### src/rtl/msgmii_pkg.sv
// Shared types and constants for the MSGMII/TBI reset sequencer.
// State encodings are visible through the status register, so keep them stable.
package msgmii_pkg;

  typedef enum logic [2:0] {
    ST_RESET       = 3'd0,
    ST_WAIT_LOCK   = 3'd1,
    ST_SERDES_HOLD = 3'd2,
    ST_WAIT_RDY    = 3'd3,
    ST_CORE_HOLD   = 3'd4,
    ST_RUN         = 3'd5
  } state_e;

  localparam int unsigned DEF_LOCK_FILT   = 8;
  localparam int unsigned DEF_SERDES_HOLD = 64;
  localparam int unsigned DEF_RDY_TIMEOUT = 4096;
  localparam int unsigned DEF_CORE_HOLD   = 32;

  function automatic int unsigned clog2(input int unsigned v);
    int unsigned r;
    r = 0;
    while ((64'd1 << r) < 64'(v)) r++;
    return r;
  endfunction

  function automatic int unsigned max3(input int unsigned a, input int unsigned b,
                                       input int unsigned c);
    int unsigned m;
    m = (a > b) ? a : b;
    return (m > c) ? m : c;
  endfunction

endpackage

### src/rtl/msgmii_sync_filt.sv
// Two-flop synchroniser with optional stability filter: the output only follows
// the synced input after it has differed for FILT consecutive cycles.
module msgmii_sync_filt
  import msgmii_pkg::*;
#(
  parameter int unsigned FILT = 0
) (
  input  logic clk,
  input  logic resetn,
  input  logic d_i,
  output logic q_o
);

  logic s1_q, s2_q;

  always_ff @(posedge clk) begin
    if (!resetn) begin
      s1_q <= 1'b0;
      s2_q <= 1'b0;
    end else begin
      s1_q <= d_i;
      s2_q <= s1_q;
    end
  end

  generate
    if (FILT == 0) begin : g_plain
      assign q_o = s2_q;
    end else begin : g_filt
      localparam int unsigned CW = clog2(FILT + 1);
      logic [CW-1:0] cnt_q, cnt_d;
      logic          ok_q, ok_d;

      // Counter runs only while synced input disagrees with the accepted value.
      always_comb begin
        cnt_d = '0;
        ok_d  = ok_q;
        if (s2_q != ok_q) begin
          cnt_d = cnt_q + 1'b1;
          if (cnt_d == CW'(FILT)) begin
            ok_d  = s2_q;
            cnt_d = '0;
          end
        end
      end

      always_ff @(posedge clk) begin
        if (!resetn) begin
          cnt_q <= '0;
          ok_q  <= 1'b0;
        end else begin
          cnt_q <= cnt_d;
          ok_q  <= ok_d;
        end
      end

      assign q_o = ok_q;
    end
  endgenerate

endmodule

### src/rtl/msgmii_rst_seq.sv
// Power-up / recovery reset sequencer for the MSGMII/TBI path: orders SerDes and
// core reset release against PLL lock and SerDes ready, and re-runs on loss.
module msgmii_rst_seq
  import msgmii_pkg::*;
#(
  parameter int unsigned LOCK_FILT   = DEF_LOCK_FILT,
  parameter int unsigned SERDES_HOLD = DEF_SERDES_HOLD,
  parameter int unsigned RDY_TIMEOUT = DEF_RDY_TIMEOUT,
  parameter int unsigned CORE_HOLD   = DEF_CORE_HOLD
) (
  input  logic       clk,
  input  logic       resetn,
  input  logic       pll_lock,
  input  logic       serdes_rdy,
  input  logic       sw_rst,
  input  logic       test_bypass,
  output logic       serdes_rst,
  output logic       core_rst,
  output logic       seq_done,
  output logic [3:0] retry_cnt,
  output logic [2:0] state
);

  localparam int unsigned PH_W = clog2(max3(SERDES_HOLD, RDY_TIMEOUT, CORE_HOLD) + 1);
  localparam logic [PH_W-1:0] SH_LAST = PH_W'(SERDES_HOLD - 1);
  localparam logic [PH_W-1:0] RT_LAST = PH_W'(RDY_TIMEOUT - 1);
  localparam logic [PH_W-1:0] CH_LAST = PH_W'(CORE_HOLD - 1);

  logic lock_ok, rdy_s;

  msgmii_sync_filt #(.FILT(LOCK_FILT)) u_lock (
    .clk(clk), .resetn(resetn), .d_i(pll_lock), .q_o(lock_ok)
  );

  msgmii_sync_filt #(.FILT(0)) u_rdy (
    .clk(clk), .resetn(resetn), .d_i(serdes_rdy), .q_o(rdy_s)
  );

  state_e          state_q, state_d;
  logic [PH_W-1:0] phase_q, phase_d;
  logic [3:0]      retry_q, retry_d;
  logic            serdes_q, serdes_d;
  logic            core_q, core_d;
  logic            done_q, done_d;
  logic            timeout;

  always_comb begin
    state_d = state_q;
    timeout = 1'b0;
    case (state_q)
      ST_RESET:       state_d = ST_WAIT_LOCK;
      ST_WAIT_LOCK:   if (lock_ok && !sw_rst) state_d = ST_SERDES_HOLD;
      ST_SERDES_HOLD: if (phase_q == SH_LAST) state_d = ST_WAIT_RDY;
      ST_WAIT_RDY: begin
        if (rdy_s) begin
          state_d = ST_CORE_HOLD;
        end else if (phase_q == RT_LAST) begin
          state_d = ST_SERDES_HOLD;
          timeout = 1'b1;
        end
      end
      ST_CORE_HOLD:   if (phase_q == CH_LAST) state_d = ST_RUN;
      ST_RUN:         state_d = ST_RUN;
      default:        state_d = ST_RESET;
    endcase

    // Lock loss / software request outrank ready loss.
    if (state_q inside {ST_SERDES_HOLD, ST_WAIT_RDY, ST_CORE_HOLD, ST_RUN}) begin
      if (!lock_ok || sw_rst) begin
        state_d = ST_WAIT_LOCK;
      end else if ((state_q inside {ST_CORE_HOLD, ST_RUN}) && !rdy_s) begin
        state_d = ST_SERDES_HOLD;
      end
    end

    retry_d = retry_q;
    if (timeout && state_d == ST_SERDES_HOLD && retry_q != 4'hF) retry_d = retry_q + 4'd1;

    if (state_d != state_q)   phase_d = '0;
    else if (phase_q == '1)   phase_d = phase_q;
    else                      phase_d = phase_q + 1'b1;

    // Outputs decoded from the next state so they move on the same edge.
    serdes_d = !(state_d inside {ST_WAIT_RDY, ST_CORE_HOLD, ST_RUN});
    core_d   = (state_d != ST_RUN);
    done_d   = (state_d == ST_RUN);
  end

  always_ff @(posedge clk) begin
    if (!resetn) begin
      state_q  <= ST_RESET;
      phase_q  <= '0;
      retry_q  <= '0;
      serdes_q <= 1'b1;
      core_q   <= 1'b1;
      done_q   <= 1'b0;
    end else begin
      state_q  <= state_d;
      phase_q  <= phase_d;
      retry_q  <= retry_d;
      serdes_q <= serdes_d;
      core_q   <= core_d;
      done_q   <= done_d;
    end
  end

  assign serdes_rst = serdes_q;
  assign core_rst   = test_bypass ? ~resetn : core_q;
  assign seq_done   = done_q;
  assign retry_cnt  = retry_q;
  assign state      = state_q;

endmodule

### config.mk
export PLATFORM = sky130hd
export DESIGN_NAME = msgmii_rst_seq
export DESIGN_NICKNAME = d
export VERILOG_FILES = /design/src/rtl/msgmii_pkg.sv /design/src/rtl/msgmii_sync_filt.sv /design/src/rtl/msgmii_rst_seq.sv
export SDC_FILE = /design/constraint.sdc
export NUM_CORES = 1
export LEC_CHECK = 0
export BUFFER_PORTS_ARGS = -buffer_cell sky130_fd_sc_hd__buf_2
export CORE_MARGIN = 2
export CORE_UTILIZATION = 50
export CTS_BUF_LIST = sky130_fd_sc_hd__clkbuf_4 sky130_fd_sc_hd__clkbuf_8
export CTS_CLUSTER_SIZE = 8
export DETAILED_ROUTE_END_ITERATION = 7
export PLACE_DENSITY = 0.69
export SYNTH_ARGS = -nofsm -noshare
export SYNTH_HDL_FRONTEND = slang
export SYNTH_SLANG_ARGS = --single-unit
### constraint.sdc
create_clock -name clk -period 2.8 [get_ports clk]
set_input_delay 0.14 -clock clk [delete_from_list [all_inputs] [get_ports clk]]
set_output_delay 0.14 -clock clk [all_outputs]
set_load 0.03 [all_outputs]
==> flow_summary.yaml <==
global_routing:
  track_usage: 0.186
  grt_first_pass_wirelength_um: 5060
  grt_max_degree: 19
  grt_pass1_vias: 1160
  antenna_found_initial: 0
  overflow: 0
setup_path:
  worst-path-max-fanout: 13
  r2r_slack_ns: 0.39
  ff2ff_path_depth: 6
  crit_type: "register to register"
  startpoint_type: "register"
  worstPathCellList: "ha_1 -> nand3_2 -> or4_4 -> a22o_1 -> o221ai_2 -> nor3_1"
  end_kind: "register"
  worstPathRequired_ns: 2.98
  r2r_start: "phase_q[0]$_SDFFE_PP0P_"
  crit_family: "simple AND/OR/NAND/NOR gates"
  critPathBufInv: 0
  cp-startpoint: "phase_q[0]$_SDFFE_PP0P_"
  cpMaxStageDelayCell: "or4_4"
  critPathMaxStageDelay_ns: 0.57
  timing.rr.end: "phase_q[10]$_SDFFE_PP0P_"
  worst-endpoint-arrival_ns: 2.60
route:
  detail_route.first_pass.iterations: 4
  via_count: 1301
  drc_errors: 0
  dr.first_iter.drc_count: 44
  routed_via_density: 5.66
  routedWlPerCell_um: 13.0
  ant_nets: 0
  routed_wl_um: 2980
clock_network:
  cts_tree: "built"
  clk_pin_slew_worst_paths_ns: 0.09
  ctsResizeCount: 0
  post_cts_buffers: 0
  root_buffer: "clkbuf_4"
  cts.hold.buffers_added: 0
  cts_buffers: 5
  h-tree-depth: 2
  cts_buffer_depth: 2
  clk-insertion-delay-late_ns: 0.32
  clock_sinks: 32
layout:
  register_area_um2: 641
  diodes: 0
  multi_input_area_um2: 893
  drive_gt1_frac: 0.188
  nets: 197
  final_cell_mix: "dfxtp_1, buf_2, nor2_1, a21oi_1, nand2_1"
  areaGrowthSynthToFinish_pct: 5.56
  final_util: 0.555
  fillers: 294
  layout_commonest_cell: "dfxtp_1"
power:
  powerDensity_nw_per_um2: 417
  leakagePower_nw: 0.662
  ir_worst_vdd_mv: 0.289
yosys:
  synth_top_area_frac: 0.396
  ys.flop_type: "dfxtp_1"
  async_flop_share: 0
  synthMuxAreaShare: 0.0371
  synth_fa_ha_area_frac: 0.0232
  yosys-top-cells-area: "dfxtp_1, mux2i_1, a21oi_1"
  synth_top_family_by_area: "simple AND/OR/NAND/NOR gates"
  ys_seq_area_frac: 0.396
  synth-compound-area-share: 0.128
  yosysTopAreaCell: "dfxtp_1"
  synth_cells: 176
  synthDistinctLibCells: 50
  synth_nets: 185
  yosysWarnings: 0
  ys_ff_latch: 32
  synth_area_um2: 1620
  synthXorXnorAreaFrac: 0.0487
  synth_edf_count: 0
  postSynthAreaPerCell_um2: 9.20
  synth-simple-area-share: 0.315
die:
  start_util: 0.526
  core_area_um2: 3080
  dieArea_um2: 3710
  core.rowCount: 20
  die-height_um: 60.9
  io_pins: 16
  die_w_um: 60.9
timing:
  final.setup.tns_ns: 0
  setup_violations: 0
  post-route-period-util: 0.861
  timing_hold_violations_final: 0
  clock_skew_ns: 0.00511
  clock.fmax_mhz: 415
  finalCriticalPeriod_ns: 2.41
  rsz0062_at_grt: "no"
  slew_viol_final: 0
  fin_hold_ws_ns: 0.0227
  max_slew_margin: 0.554
  worst_pin_slew_ns: 0.669
placement:
  place_hpwl_um: 2210
  gp_congestion: 0.782
  portBuffers: 15
job:
  cap_violations: 0
status:
  status: "completed"
min_path:
  worstHoldPathType: "input port to register"
  worstHoldStart: "pll_lock"
  whs_path_depth: 2
  min_to: "u_lock.s1_q$_SDFF_PN0_"
[routing by layer]
metal | wire, um | track usage
met5 | 0 | 0
met4 | 45 | 0.0714
met3 | 112 | 0.0661
met2 | 1440 | 0.307
met1 | 1380 | 0.223
[cell families (layout without fill, tap and decap cells)]
kind of cell / count (synthesis) / count (layout)
AO/OA/AOI/OAI: 29 / 29
XOR/XNOR: 9 / 9
adder cells (fa/ha/maj): 3 / 3
buffers and inverters: 12 / 22
flip-flops: 32 / 32
multiplexers: 6 / 6
AND/OR/NAND/NOR: 85 / 85
[registers in the layout, summed over array words and instances, names as in the netlist]
register / cells
u_lock.q_o: 1
serdes_rst: 1
u_rdy.q_o: 1
core_q: 1
seq_done: 1
retry_cnt: 4
state: 3
u_rdy.s1_q: 1
u_lock.g_filt.cnt_q: 4
u_lock.s1_q: 1
phase_q: 13
u_lock.s2_q: 1
[metrics by stage]
step / setup WS [ns] / area, um^2 / power [W] / std cells
floorplan: 0.767 / 1620 / 0.000501 / 176
global placement: 0.488 / 1670 / 0.000505 / 225
detailed placement: 0.403 / 1670 / 0.000506 / 225
CTS: 0.384 / 1710 / 0.000725 / 230
global route: 0.254 / 1710 / 0.000748 / 230
finish: 0.388 / 1710 / 0.000712 / 230
[cell type report]
cell class / count / area share
multi-input combinational: 132 / 0.523
clock buffer: 5 / 0.0220
timing repair buffer: 15 / 0.0439
sequential: 32 / 0.375
tap: 44 / 0.0322
inverter: 2 / 0.00439
[where the power goes]
group | internal [W] | switching (W)
combinational | 0.0000127 | 0.0000160
clock | 0.0000837 | 0.000134
sequential | 0.000460 | 0.00000616
[Yosys cell counts (2+ instances only)]
master,number
a211oi_1,3
a211oi_2,2
a21oi_1,11
a31oi_1,2
and2_1,8
and3_1,2
and4_1,4
and4_2,2
buf_4,2
buf_6,2
clkbuf_1,3
dfxtp_1,32
ha_1,3
inv_1,2
mux2i_1,6
nand2_1,10
nand2b_1,5
nand3_1,7
nand3b_1,3
nand4_1,5
nor2_1,13
nor2b_1,5
nor3_1,3
nor3b_1,3
nor4_1,4
o21ai_0,2
or2b_2,2
xnor2_1,4
xor2_1,5
[worst max-delay path by stage]
stage / endpoint / cells after the start
floorplan: phase_q[6]$_SDFFE_PP0P_ / 7
global placement: phase_q[10]$_SDFFE_PP0P_ / 6
detailed placement: phase_q[10]$_SDFFE_PP0P_ / 6
CTS: phase_q[10]$_SDFFE_PP0P_ / 6
global route: phase_q[8]$_SDFFE_PP0P_ / 6
finish: phase_q[10]$_SDFFE_PP0P_ / 6
No activity file was read; power rests on OpenSTA's default activity.
